===== src/rtl/ps2_rx_fifo.sv =====
// rtl/ps2_rx_fifo.sv - PS/2 receiver with glitch-filtered clock, odd-parity frame checking and a FWFT byte FIFO
module ps2_rx_fifo #(
  parameter int FILTER_LEN     = 8,
  parameter int FIFO_DEPTH     = 4,
  parameter int TIMEOUT_CYCLES = 50000
) (
  input  logic                          clk,
  input  logic                          rst_n,
  input  logic                          ps2c,
  input  logic                          ps2d,
  output logic [7:0]                    dout,
  output logic                          dout_valid,
  input  logic                          dout_ready,
  output logic [$clog2(FIFO_DEPTH):0]   fifo_count,
  output logic                          parity_err,
  output logic                          frame_err,
  output logic                          overflow,
  input  logic                          ovf_clr
);

  localparam int AW = $clog2(FIFO_DEPTH);
  localparam int TW = $clog2(TIMEOUT_CYCLES + 1);
  localparam logic [TW-1:0] TMO_MAX = TW'(TIMEOUT_CYCLES);
  localparam logic [AW:0]   DEPTH   = (AW+1)'(FIFO_DEPTH);

  typedef enum logic [1:0] {IDLE, DATA, PARITY, STOP} state_t;

  logic                  r_c_s1, r_c_s2, r_d_s1, r_d_s2;
  logic [FILTER_LEN-1:0] r_filt;
  logic                  r_fclk, r_fclk_d;
  state_t                r_state;
  logic [2:0]            r_bitcnt;
  logic [7:0]            r_shift;
  logic                  r_par;
  logic [TW-1:0]         r_tmo;
  logic                  r_parity_err, r_frame_err, r_overflow;
  logic [7:0]            r_mem [FIFO_DEPTH];
  logic [AW-1:0]         r_wptr, r_rptr;
  logic [AW:0]           r_count;

  logic w_fall, w_par_ok, w_push, w_pop, w_full, w_wr, w_drop;

  // Synchronizers and filter idle high so a reset never fabricates a falling edge.
  always_ff @(posedge clk) begin
    if (!rst_n) begin
      r_c_s1   <= 1'b1;
      r_c_s2   <= 1'b1;
      r_d_s1   <= 1'b1;
      r_d_s2   <= 1'b1;
      r_filt   <= '1;
      r_fclk   <= 1'b1;
      r_fclk_d <= 1'b1;
    end else begin
      r_c_s1   <= ps2c;
      r_c_s2   <= r_c_s1;
      r_d_s1   <= ps2d;
      r_d_s2   <= r_d_s1;
      r_filt   <= {r_filt[FILTER_LEN-2:0], r_c_s2};
      if (r_filt == '0)
        r_fclk <= 1'b0;
      else if (&r_filt)
        r_fclk <= 1'b1;
      r_fclk_d <= r_fclk;
    end
  end

  assign w_fall   = r_fclk_d & ~r_fclk;
  assign w_par_ok = ^{r_shift, r_par};
  assign w_push   = w_fall && (r_state == STOP) && r_d_s2 && w_par_ok;

  always_ff @(posedge clk) begin
    if (!rst_n) begin
      r_state      <= IDLE;
      r_bitcnt     <= 3'd0;
      r_shift      <= 8'h00;
      r_par        <= 1'b0;
      r_tmo        <= '0;
      r_parity_err <= 1'b0;
      r_frame_err  <= 1'b0;
    end else begin
      r_parity_err <= 1'b0;
      r_frame_err  <= 1'b0;
      case (r_state)
        IDLE: begin
          if (w_fall && !r_d_s2) begin
            r_state  <= DATA;
            r_bitcnt <= 3'd0;
          end
        end
        DATA: begin
          if (w_fall) begin
            r_shift  <= {r_d_s2, r_shift[7:1]};
            r_bitcnt <= r_bitcnt + 3'd1;
            if (r_bitcnt == 3'd7)
              r_state <= PARITY;
          end
        end
        PARITY: begin
          if (w_fall) begin
            r_par   <= r_d_s2;
            r_state <= STOP;
          end
        end
        default: begin
          if (w_fall) begin
            r_state <= IDLE;
            if (!r_d_s2)
              r_frame_err <= 1'b1;
            else if (!w_par_ok)
              r_parity_err <= 1'b1;
          end
        end
      endcase
      // Fall handling and timeout are mutually exclusive within a cycle.
      if (r_state == IDLE) begin
        r_tmo <= '0;
      end else if (w_fall) begin
        r_tmo <= '0;
      end else if (r_tmo == TMO_MAX) begin
        r_tmo       <= '0;
        r_state     <= IDLE;
        r_frame_err <= 1'b1;
      end else begin
        r_tmo <= r_tmo + TW'(1);
      end
    end
  end

  assign w_full = (r_count == DEPTH);
  assign w_pop  = (r_count != '0) && dout_ready;
  assign w_wr   = w_push && (!w_full || w_pop);
  assign w_drop = w_push && w_full && !w_pop;

  always_ff @(posedge clk) begin
    if (rst_n && w_wr)
      r_mem[r_wptr] <= r_shift;
  end

  always_ff @(posedge clk) begin
    if (!rst_n) begin
      r_wptr     <= '0;
      r_rptr     <= '0;
      r_count    <= '0;
      r_overflow <= 1'b0;
    end else begin
      if (w_wr)
        r_wptr <= r_wptr + AW'(1);
      if (w_pop)
        r_rptr <= r_rptr + AW'(1);
      if (w_wr && !w_pop)
        r_count <= r_count + (AW+1)'(1);
      else if (!w_wr && w_pop)
        r_count <= r_count - (AW+1)'(1);
      if (w_drop)
        r_overflow <= 1'b1;
      else if (ovf_clr)
        r_overflow <= 1'b0;
    end
  end

  assign dout_valid = (r_count != '0);
  assign dout       = dout_valid ? r_mem[r_rptr] : 8'h00;
  assign fifo_count = r_count;
  assign parity_err = r_parity_err;
  assign frame_err  = r_frame_err;
  assign overflow   = r_overflow;

endmodule


===== config.mk =====
export PLATFORM = sky130hd
export DESIGN_NAME = ps2_rx_fifo
export DESIGN_NICKNAME = d
export VERILOG_FILES = /design/src/rtl/ps2_rx_fifo.sv
export SDC_FILE = /design/constraint.sdc
export NUM_CORES = 1
export LEC_CHECK = 0
export CORE_ASPECT_RATIO = 1.25
export CORE_MARGIN = 2
export CORE_UTILIZATION = 40
export CTS_CLUSTER_DIAMETER = 80
export DETAILED_ROUTE_END_ITERATION = 7
export PLACE_DENSITY = 0.57
export SYNTH_ARGS = -nofsm -noshare
export SYNTH_HDL_FRONTEND = slang
export SYNTH_SLANG_ARGS = --single-unit

===== constraint.sdc =====
create_clock -name clk -period 3.6 [get_ports clk]
set_input_delay 0.72 -clock clk [delete_from_list [all_inputs] [get_ports clk]]
set_output_delay 0.72 -clock clk [all_outputs]
set_load 0.005 [all_outputs]

==> reports/qor.txt, run 1 <==
total negative setup slack: 0 ns
final net count: 348
Die H: 111 um
final setup fails: 0
Port Buffers: 20
global route total overflow: 0
Yosys top cell area share: 30.5%
first-pass GRT wire length: 10.6 mm
EDFF count, synth: 32
Worst VDD drop: 311 uV
all-layer global routing usage: 13.3%
CTS sink cnt: 88
syn nets: 325
via count: 2293
syn_area_per_cell: 11.9 sq um
drt first pass iters: 4
CTS Hold Buffers Added: 0
crit end category: output pin
initial antenna violation count: 0
Routed WL per cell: 13.2 um
max cap viols: 0
clk buf depth: 2
clock latency on the worst-skew pair: 0.33 ns
Sw Ratio: 22.5%
FP Rows: 39
initial core utilization: 40.8%
Worst Tran Pin Value: 0.698 ns
HP Class: flop to flop
Die W: 89.8 um
Die ar.: 0.00999 sq mm
Pleak: 1.47 nW
# diodes: 0
layout cells sized above 1: 11.0%
Final Cycle Share: 80.4%
cell-internal power: 0.00182 W
PostCTS Resize Cnt: 0
WP data required: 2.88 ns
status: completed
RD Place Congestion: 0.739
total CTS buffers: 9
register bit total from synthesis: 88
vias in the first global route: 2220
Synth Flop Type: dfxtp_1
clock share of power: 39.5%
drt via density: 4.98
Slew headroom: 53.3%
fmax: 345 MHz
pin count of the biggest net entering global routing: 18
area of the core: 0.00903 sq mm
H-tree depth: 3
Critical Path AT: 2.17 ns
Setup CP Type: flop to output pin
post-route ant nets: 0
Post-synth ARST share: 0%
Seq/Total Area, Yosys: 56.6%
Synth top cells by count: 56 x dfxtp_1, 32 x edfxtp_1, 30 x nand2_1
post-DP HPWL: 4.19 mm
YS warnings: 0
Seq pwr share: 46.1%
drt initial violations: 138
Comb pwr share: 14.4%
Max FO, Critical Path: 8
Cells after Synth: 309
fin crit period: 2.89 ns
synth top area cells: dfxtp_1 30%, edfxtp_1 26%, mux4_2 4.9%, ha_1 3.1%, nand2_1 3.1%
clock-pin slew on the worst setup and hold paths: 0.06 ns
Fin. Hold Viols: 0
clock skew: 0.00649 ns
Startpoint Class: flop
RSZ-0062 raised after global routing: no
top-count cell post-synth: dfxtp_1
Final Power: 0.00235 W
Setup Buffers After CTS: 0
dominant cell type by area after synthesis: dfxtp_1
NetSw: 0.000530 W
number of top-level pins: 21
max-slew violations: 0
power density cells: 545 mW/mm^2
Total Wirelength: 6.09 mm
CTS Root Buffer Type: clkbuf_16
area grow syn2layout: 17.4%
DRC: 0
CTS tree: built
Netlist cell types: 46
Syn Std Cell Area: 0.00368 sq mm
## worst paths after layout
path,depth (start not counted),end,slack [ns],startpoint
worst max register to register,9,fifo_count[2]$_SDFFE_PN0P_,0.88,r_shift[5]$_SDFFE_PN0P_
worst max-delay path,3,dout[4],0.71,flop
worst min-delay path,1,r_filt[0]$_SDFF_PN1_,0.41,r_c_s2$_SDFF_PN1_
worst min register to register,1,r_filt[0]$_SDFF_PN1_,0.41,r_c_s2$_SDFF_PN1_
## stage by stage
step | hold slack, ns | cells | worst slack, ns | util, % | area (sq um)
2_1_floorplan | 0.386 | 309 | 1.04 | - | 3680
3_3_place_gp | 0.389 | 444 | 0.496 | 44.4 | 4010
3_5_place_dp | 0.392 | 444 | 0.467 | 44.4 | 4010
4_1_cts | 0.408 | 460 | 0.639 | 47.9 | 4320
5_1_grt | 0.416 | 460 | 0.553 | 47.9 | 4320
6_report | 0.406 | 460 | 0.705 | 47.9 | 4320
## metal layers
| layer | vias up | global-route usage, % | share of wire [%] |
|---|---|---|---|
| li1 | 1149 | - | - |
| met1 | 1113 | 16.0 | 45 |
| met2 | 24 | 22.1 | 50 |
| met3 | 7 | 3.47 | 2.8 |
| met4 | 0 | 6.46 | 2.1 |
| met5 | - | 0 | 0 |
## critical path, cell delays in order (launching register included)
cell and delay (ns):
dfxtp_1 0.67, mux4_2 0.58, and2_1 0.17, clkdlybuf4s50_1 0.43
## cell families (layout without fill, tap and decap cells)
group                    count (synthesis)  after routing  share of synthesized area [%]
AO/OA/AOI/OAI                           29             29                           5.17
AND/OR/NAND/NOR                        125            125                           19.3
adder cells (fa/ha/maj)                 10             10                           3.60
buffers and inverters                   23             51                           2.75
XOR/XNOR                                20             20                           5.78
multiplexers                            14             14                           6.87
flip-flops                              88             88                           56.6
## final cells by class
class	instances	area, sq um
Multi-Input combinational cell	198	1500
Clock inverter	6	68.8
Tap cell	123	154
Fill cell	857	4710
Timing Repair Buffer	26	245
Sequential cell	88	2080
Inverter	9	33.8
Clock buffer	10	239
## power by group through the flow
stage                     Clock (W)  Combinational, W  Sequential (W)
after floorplan                   0          0.000188         0.00109
after global placement            0          0.000343         0.00111
after detailed placement          0          0.000345         0.00111
after CTS                  0.000953          0.000347         0.00109
after global routing       0.000998          0.000370         0.00109
final                      0.000930          0.000339         0.00108
## flip-flops by register name, summed over array words and instances, names as in the netlist, 2 cells and up, named ones only
name and cells:
r_tmo 16, r_mem 32, r_wptr 2, fifo_count 3, r_bitcnt 3, r_shift 8
r_state 2, r_filt 8, r_rptr 2
## cell usage in the layout, fill, tap and decap left out, types with 2 or more instances in the layout
| master | netlist | layout |
|---|---|---|
| a21boi_0 | 11 | 11 |
| clkdlybuf4s50_1 | 0 | 20 |
| and3_1 | 4 | 4 |
| xor2_1 | 9 | 9 |
| nand2_1 | 30 | 30 |
| clkinv_4 | 0 | 3 |
| xnor3_2 | 2 | 2 |
| ha_1 | 9 | 9 |
| nor2b_1 | 5 | 5 |
| nand2b_1 | 14 | 14 |
| o211ai_1 | 2 | 2 |
| o21ai_0 | 5 | 5 |
| mux2i_1 | 5 | 5 |
| and2_1 | 14 | 14 |
| edfxtp_1 | 32 | 32 |
| a21oi_1 | 7 | 7 |
| nor4b_1 | 6 | 6 |
| nor2_1 | 14 | 14 |
| nand4_1 | 11 | 11 |
| dfxtp_1 | 56 | 56 |
| nand3_1 | 8 | 8 |
| mux4_2 | 8 | 8 |
| clkbuf_16 | 0 | 9 |
| inv_1 | 8 | 8 |
| and4_1 | 3 | 3 |
| xnor2_1 | 8 | 8 |
| buf_4 | 2 | 6 |
| or3_1 | 6 | 6 |
No activity file was read; power rests on OpenSTA's default activity.
==> inputs of run 2 (changes only) <==
--- a/config.mk
+++ b/config.mk
@@ -10,7 +10,7 @@
 export CORE_UTILIZATION = 40
 export CTS_CLUSTER_DIAMETER = 80
 export DETAILED_ROUTE_END_ITERATION = 7
-export PLACE_DENSITY = 0.57
+export PLACE_DENSITY = 0.59
 export SYNTH_ARGS = -nofsm -noshare
 export SYNTH_HDL_FRONTEND = slang
 export SYNTH_SLANG_ARGS = --single-unit
==> constraint.sdc (replaced) <==
create_clock -name clk -period 2.6 [get_ports clk]
set_input_delay 0.52 -clock clk [delete_from_list [all_inputs] [get_ports clk]]
set_output_delay 0.52 -clock clk [all_outputs]
set_load 0.005 [all_outputs]
==> run 2 against run 1 <==
Critical path type unchanged. Via count grew 2.0%. Clock skew is essentially flat. Die area is the same. First-iteration DRC count shrank 15%. Largest cell class unchanged.
==> reports/qor.txt, run 2 (synthesis gave the netlist of run 1 again) <==
status: completed
Top reg by flops: r_mem
crit end category: output pin
HP Class: flop to flop
via count: 2338 (+2.0%)
Worst Tran Pin Value: 0.562 ns (-0.136 ns)
post-route ant nets: 0 (unchanged)
clk buf depth: 2 (unchanged)
CTS Hold Buffers Added: 0 (unchanged)
critical path's largest stage delay: 0.52 ns (-0.15 ns)
placed cell area: 0.00413 sq mm (+2.8%)
Largest register FFs: 32 (unchanged)
WP data required: 2.08 ns (-0.80 ns)
final setup fails: 0 (unchanged)
CTS tree: built
power density cells: 741 mW/mm^2 (+36%)
drt via density: 4.89 (-1.9%)
Fin. Hold Viols: 0 (unchanged)
worst path buffer plus inverter count: 2 (+1)
RD Place Congestion: 0.758 (+2.5%)
Pleak: 1.56 nW (+6.5%)
Max FO, Critical Path: 8 (unchanged)
H-tree depth: 3 (unchanged)
area of the core: 0.00903 sq mm (unchanged)
Slew headroom: 62.5% (+9.2 points)
# diodes: 0 (unchanged)
commonest cells after routing, fill and taps aside: 54 x dfxtp_1, 32 x edfxtp_1, 30 x nand2_1
Startpoint Class: flop
number of top-level pins: 21 (unchanged)
Critical Path AT: 1.96 ns (-0.21 ns)
Seq pwr share: 44.9% (-1.2 points)
first-pass GRT wire length: 10.8 mm (+1.3%)
vias in the first global route: 2338 (+5.3%)
Fillers: 824 (-3.9%)
initial core utilization: 40.8% (unchanged)
RSZ-0062 raised after global routing: no
Port Buffers: 20 (unchanged)
NetSw: 0.000765 W (+44%)
layout cells sized above 1: 16.6% (+5.6 points)
Die W: 89.8 um (unchanged)
total CTS buffers: 9 (unchanged)
worst-path cell chain: buf_4 -> mux4_2 -> and2_1 -> clkdlybuf4s50_1
Final Cycle Share: 95.4%
clock-pin slew on the worst setup and hold paths: 0.06 ns (about the same)
Setup CP Type: flop to output pin
Largest regs: r_mem x32, r_tmo x16
Design Area, Final: 0.00447 sq mm (+3.5%)
Worst VDD drop: 440 uV (+42%)
post-DP HPWL: 4.19 mm (about the same)
Comb pwr share: 16.0% (+1.6 points)
clock share of power: 39.1% (-0.4 points)
Routed WL per cell: 13.0 um (-1.4%)
cell-internal power: 0.00255 W (+40%)
Die ar.: 0.00999 sq mm (unchanged)
final net count: 366 (+5.2%)
area grow syn2layout: 21.4%
global route total overflow: 0 (unchanged)
hold_ws: 0.406 ns (+0.000160 ns)
crit-path leading delay family: buffers and inverters
fmax: 403 MHz
max cap viols: 0 (unchanged)
initial antenna violation count: 0 (unchanged)
fin crit period: 2.48 ns
Total Wirelength: 6.24 mm (+2.5%)
drt first pass iters: 4 (unchanged)
max-slew violations: 0 (unchanged)
DRC: 0 (unchanged)
CTS sink cnt: 88 (unchanged)
drt initial violations: 117 (-15%)
pin count of the biggest net entering global routing: 42 (+24)
clock skew: 0.00640 ns (-0.0000848 ns)
all-layer global routing usage: 13.6% (+0.27 points)
CP max-delay cell: mux4_2
commonest non-fill, non-tap cell in the layout: dfxtp_1
Sw Ratio: 23.1% (+0.60 points)
Die H: 111 um (unchanged)
CTS Root Buffer Type: clkbuf_16
FP Rows: 39 (unchanged)
clock latency on the worst-skew pair: 0.34 ns (about the same)
run 2: per-stage QoR:
stage	util, %	worst slack (ns)	TNS [ns]	std cells	total power [W]
CTS	49.1	0.0696	0	475	0.00336
global route	49.5	0.0219	0	478	0.00346
finish	49.5	0.120	0	478	0.00331
detailed placement	45.7	-0.210	-0.210	459	0.00206
global placement	45.7	-0.162	-0.162	459	0.00205
floorplan	-	0.0408	0	309	0.00177
run 2: power by group through the flow:
stage	combinational, W	clock [W]	sequential (W)
after floorplan	0.000260	0	0.00151
after global placement	0.000531	0	0.00152
after detailed placement	0.000542	0	0.00152
after CTS	0.000541	0.00134	0.00149
after global routing	0.000587	0.00139	0.00149
final	0.000529	0.00130	0.00149
run 2: routing by layer:
layer	vias to the layer above	global-route usage [%]	share of wire [%]
li1	1188	-	-
met1	1104	15.6	45
met2	32	23.2	50
met3	14	2.52	2.2
met4	0	8.41	2.4
met5	-	0	0
run 2: worst paths after layout:
kind         slack (ns)                          to                     from  cells after the start
min                0.41           r_c_s2$_SDFF_PN1_        r_c_s1$_SDFF_PN1_                      1
max                0.12                     dout[7]                     flop                      4
max reg2reg        0.16  fifo_count[2]$_SDFFE_PN0P_  r_shift[5]$_SDFFE_PN0P_                      9
min reg2reg        0.41           r_c_s2$_SDFF_PN1_        r_c_s1$_SDFF_PN1_                      1
run 2: worst reg2reg max path, stage by stage (launching register included):
cell and delay, ns:
dfxtp_1 0.33, xnor3_2 0.46, nand4bb_1 0.25, mux2i_4 0.18
ha_2 0.20, inv_1 0.05, fa_2 0.33, xor2_1 0.15
or3_1 0.30, a21boi_1 0.13
run 2: repair_timing:
action	in CTS	in global routing
endpoints found under the setup margin	0	1
buffers inserted	0	3
resized for setup	0	7
run 2: layout make-up:
| cell class | count | area (sq um) | share of cell area, % |
|---|---|---|---|
| clock buffers | 9 | 225 | 5.04 |
| clock inverters | 7 | 80.1 | 1.79 |
| inverters | 9 | 33.8 | 0.756 |
| multi-input cells | 198 | 1510 | 33.8 |
| flip-flops and latches | 88 | 2090 | 46.7 |
| well taps | 123 | 154 | 3.44 |
| repair buffers | 44 | 380 | 8.51 |
==> inputs of run 3 (changes only) <==
--- a/config.mk
+++ b/config.mk
@@ -6,7 +6,7 @@
 export NUM_CORES = 1
 export LEC_CHECK = 0
 export CORE_ASPECT_RATIO = 1.25
-export CORE_MARGIN = 2
+export CORE_MARGIN = 10
 export CORE_UTILIZATION = 40
 export CTS_CLUSTER_DIAMETER = 80
 export DETAILED_ROUTE_END_ITERATION = 7
==> run 3 against run 2 <==
Clock skew increased by 0.00075 ns. Critical path depth increased by 5. Power decreased by 3.2%. Critical path type is now flop to flop.
==> reports/qor.txt, run 3 (synthesis gave the netlist of run 1 again) <==
status: completed
clock skew: 0.00716 ns (+0.000754 ns)
NetSw: 0.000758 W (-0.94%)
Worst VDD drop: 330 uV (-25%)
Die H: 127 um (+14%)
Largest register FFs: 32 (unchanged)
commonest cells after routing, fill and taps aside: 54 x dfxtp_1, 32 x edfxtp_1, 30 x nand2_1
max-slew violations: 0 (unchanged)
RD Place Congestion: 0.724 (-4.4%)
Die W: 106 um (+18%)
area grow syn2layout: 21.4% (about the same)
worst-path cell chain: xnor3_2 -> nand4bb_4 -> mux2i_4 -> ha_2 -> inv_1 -> fa_1 -> xor2_1 -> or3_1 -> a21boi_1
fmax: 402 MHz (-0.36%)
commonest non-fill, non-tap cell in the layout: dfxtp_1
CP max-delay cell: xnor3_2
clock share of power: 36.6% (-2.5 points)
Seq pwr share: 46.4% (+1.5 points)
DRC: 0 (unchanged)
power density cells: 717 mW/mm^2 (-3.2%)
layout cells sized above 1: 17.1% (+0.47 points)
area of the core: 0.00908 sq mm (+0.54%)
Routed WL per cell: 13.4 um (+2.4%)
post-DP HPWL: 4.50 mm (+7.3%)
Max FO, Critical Path: 7 (-1)
global route total overflow: 0 (unchanged)
Fin. Hold Viols: 0 (unchanged)
final setup fails: 0 (unchanged)
Sw Ratio: 23.7% (+0.55 points)
dpl cells: 460 (+0.22%)
all-layer global routing usage: 10.2% (-3.4 points)
clock-pin slew on the worst setup and hold paths: 0.06 ns (about the same)
Final Cycle Share: 95.7% (+0.34 points)
via count: 2310 (-1.2%)
Worst Tran Pin Value: 0.586 ns (+0.0247 ns)
WP data required: 2.86 ns (+0.78 ns)
# diodes: 0 (unchanged)
FP Rows: 39 (unchanged)
Total Wirelength: 6.41 mm (+2.8%)
drt first pass iters: 4 (unchanged)
max cap viols: 0 (unchanged)
total negative setup slack: 0 ns (unchanged)
Setup CP Type: flop to flop
Largest regs: r_mem x32, r_tmo x16
vias in the first global route: 2388 (+2.1%)
CTS Root Buffer Type: clkbuf_16
cell-internal power: 0.00245 W (-3.9%)
hold_ws: 0.404 ns (-0.00173 ns)
pin count of the biggest net entering global routing: 42 (unchanged)
fin crit period: 2.49 ns (+0.00895 ns)
total CTS buffers: 9 (unchanged)
worst path buffer plus inverter count: 1 (-1)
Die ar.: 0.0135 sq mm (+35%)
Final Power: 0.00320 W (-3.2%)
clock latency on the worst-skew pair: 0.33 ns (about the same)
crit end category: flop
Post-Layout Cell Count: 480 (+0.42%)
Fillers: 865 (+5.0%)
Critical Path AT: 2.75 ns (+0.79 ns)
H-tree depth: 3 (unchanged)
CTS sink cnt: 88 (unchanged)
post-route ant nets: 0 (unchanged)
HP Class: flop to flop
first-pass GRT wire length: 11.3 mm (+4.9%)
drt via density: 4.81 (-1.6%)
Startpoint Class: flop
drt initial violations: 75 (-36%)
Port Buffers: 20 (unchanged)
number of top-level pins: 21 (unchanged)
crit-path leading delay family: XOR/XNOR gates
clk buf depth: 2 (unchanged)
CTS Hold Buffers Added: 0 (unchanged)
Pleak: 1.55 nW (-0.53%)
Top reg by flops: r_mem
initial core utilization: 40.6% (-0.22 points)
CTS tree: built
final net count: 368 (+0.55%)
initial antenna violation count: 0 (unchanged)
Slew headroom: 60.8% (-1.7 points)
Comb pwr share: 17.0% (+1.0 points)
critical path's largest stage delay: 0.44 ns (-0.08 ns)
-- run 3: changes by cell type in the layout (fill, tap and decap cells not counted), moves of 2 or more --
cell | before | now
clkinv_4 | 3 | 0
clkinvlp_4 | 0 | 2
clkinv_2 | 0 | 2
buf_4 | 24 | 26
-- run 3: routing by layer --
| metal | up-vias | GRT usage (%) | wire length (um) |
|---|---|---|---|
| li1 | 1183 | - | - |
| met1 | 1097 | 11.6 | 2860 |
| met4 | 0 | 5.03 | 103 |
| met3 | 9 | 2.26 | 182 |
| met2 | 21 | 17.5 | 3260 |
| met5 | - | 0 | 0 |
-- run 3: cell type report --
type	instances	area (sq um)	area share (%)
Sequential cell	88	2090	46.8
Multi-Input combinational cell	198	1520	34.1
Timing Repair Buffer	46	395	8.85
Clock buffer	10	229	5.12
Tap cell	123	154	3.44
Clock inverter	6	42.5	0.952
Inverter	9	33.8	0.756
-- run 3: power by group through the flow --
stage | Sequential (W) | Combinational [W] | Clock, W
floorplan | 0.00151 | 0.000260 | 0
detailed placement | 0.00152 | 0.000559 | 0
finish | 0.00149 | 0.000545 | 0.00117
CTS | 0.00149 | 0.000559 | 0.00120
global route | 0.00149 | 0.000605 | 0.00127
global placement | 0.00152 | 0.000547 | 0
-- run 3: timing repair --
| action | CTS | global route |
|---|---|---|
| setup buffers | 0 | 4 |
| gates resized for setup | 0 | 8 |
| endpoints found under the hold margin | 0 | 0 |
| setup endpoints to repair | 0 | 1 |
-- run 3: worst paths after layout --
check                           slack, ns                    start  depth (start not counted)                    endpoint
worst min register to register       0.40        r_d_s1$_SDFF_PN1_                          1           r_d_s2$_SDFF_PN1_
worst max-delay path                 0.11  r_shift[7]$_SDFFE_PN0P_                          9  fifo_count[2]$_SDFFE_PN0P_
worst min-delay path                 0.40        r_d_s1$_SDFF_PN1_                          1           r_d_s2$_SDFF_PN1_
worst max register to register       0.11  r_shift[7]$_SDFFE_PN0P_                          9  fifo_count[2]$_SDFFE_PN0P_
-- run 3: per-stage QoR --
| step | worst slack, ns | cell area (sq um) | util [%] |
|---|---|---|---|
| 2_1_floorplan | 0.0408 | 3680 | - |
| 3_3_place_gp | -0.155 | 4130 | 45.5 |
| 3_5_place_dp | -0.207 | 4130 | 45.5 |
| 4_1_cts | 0.0459 | 4400 | 48.5 |
| 5_1_grt | -0.00916 | 4470 | 49.2 |
| 6_report | 0.111 | 4470 | 49.2 |
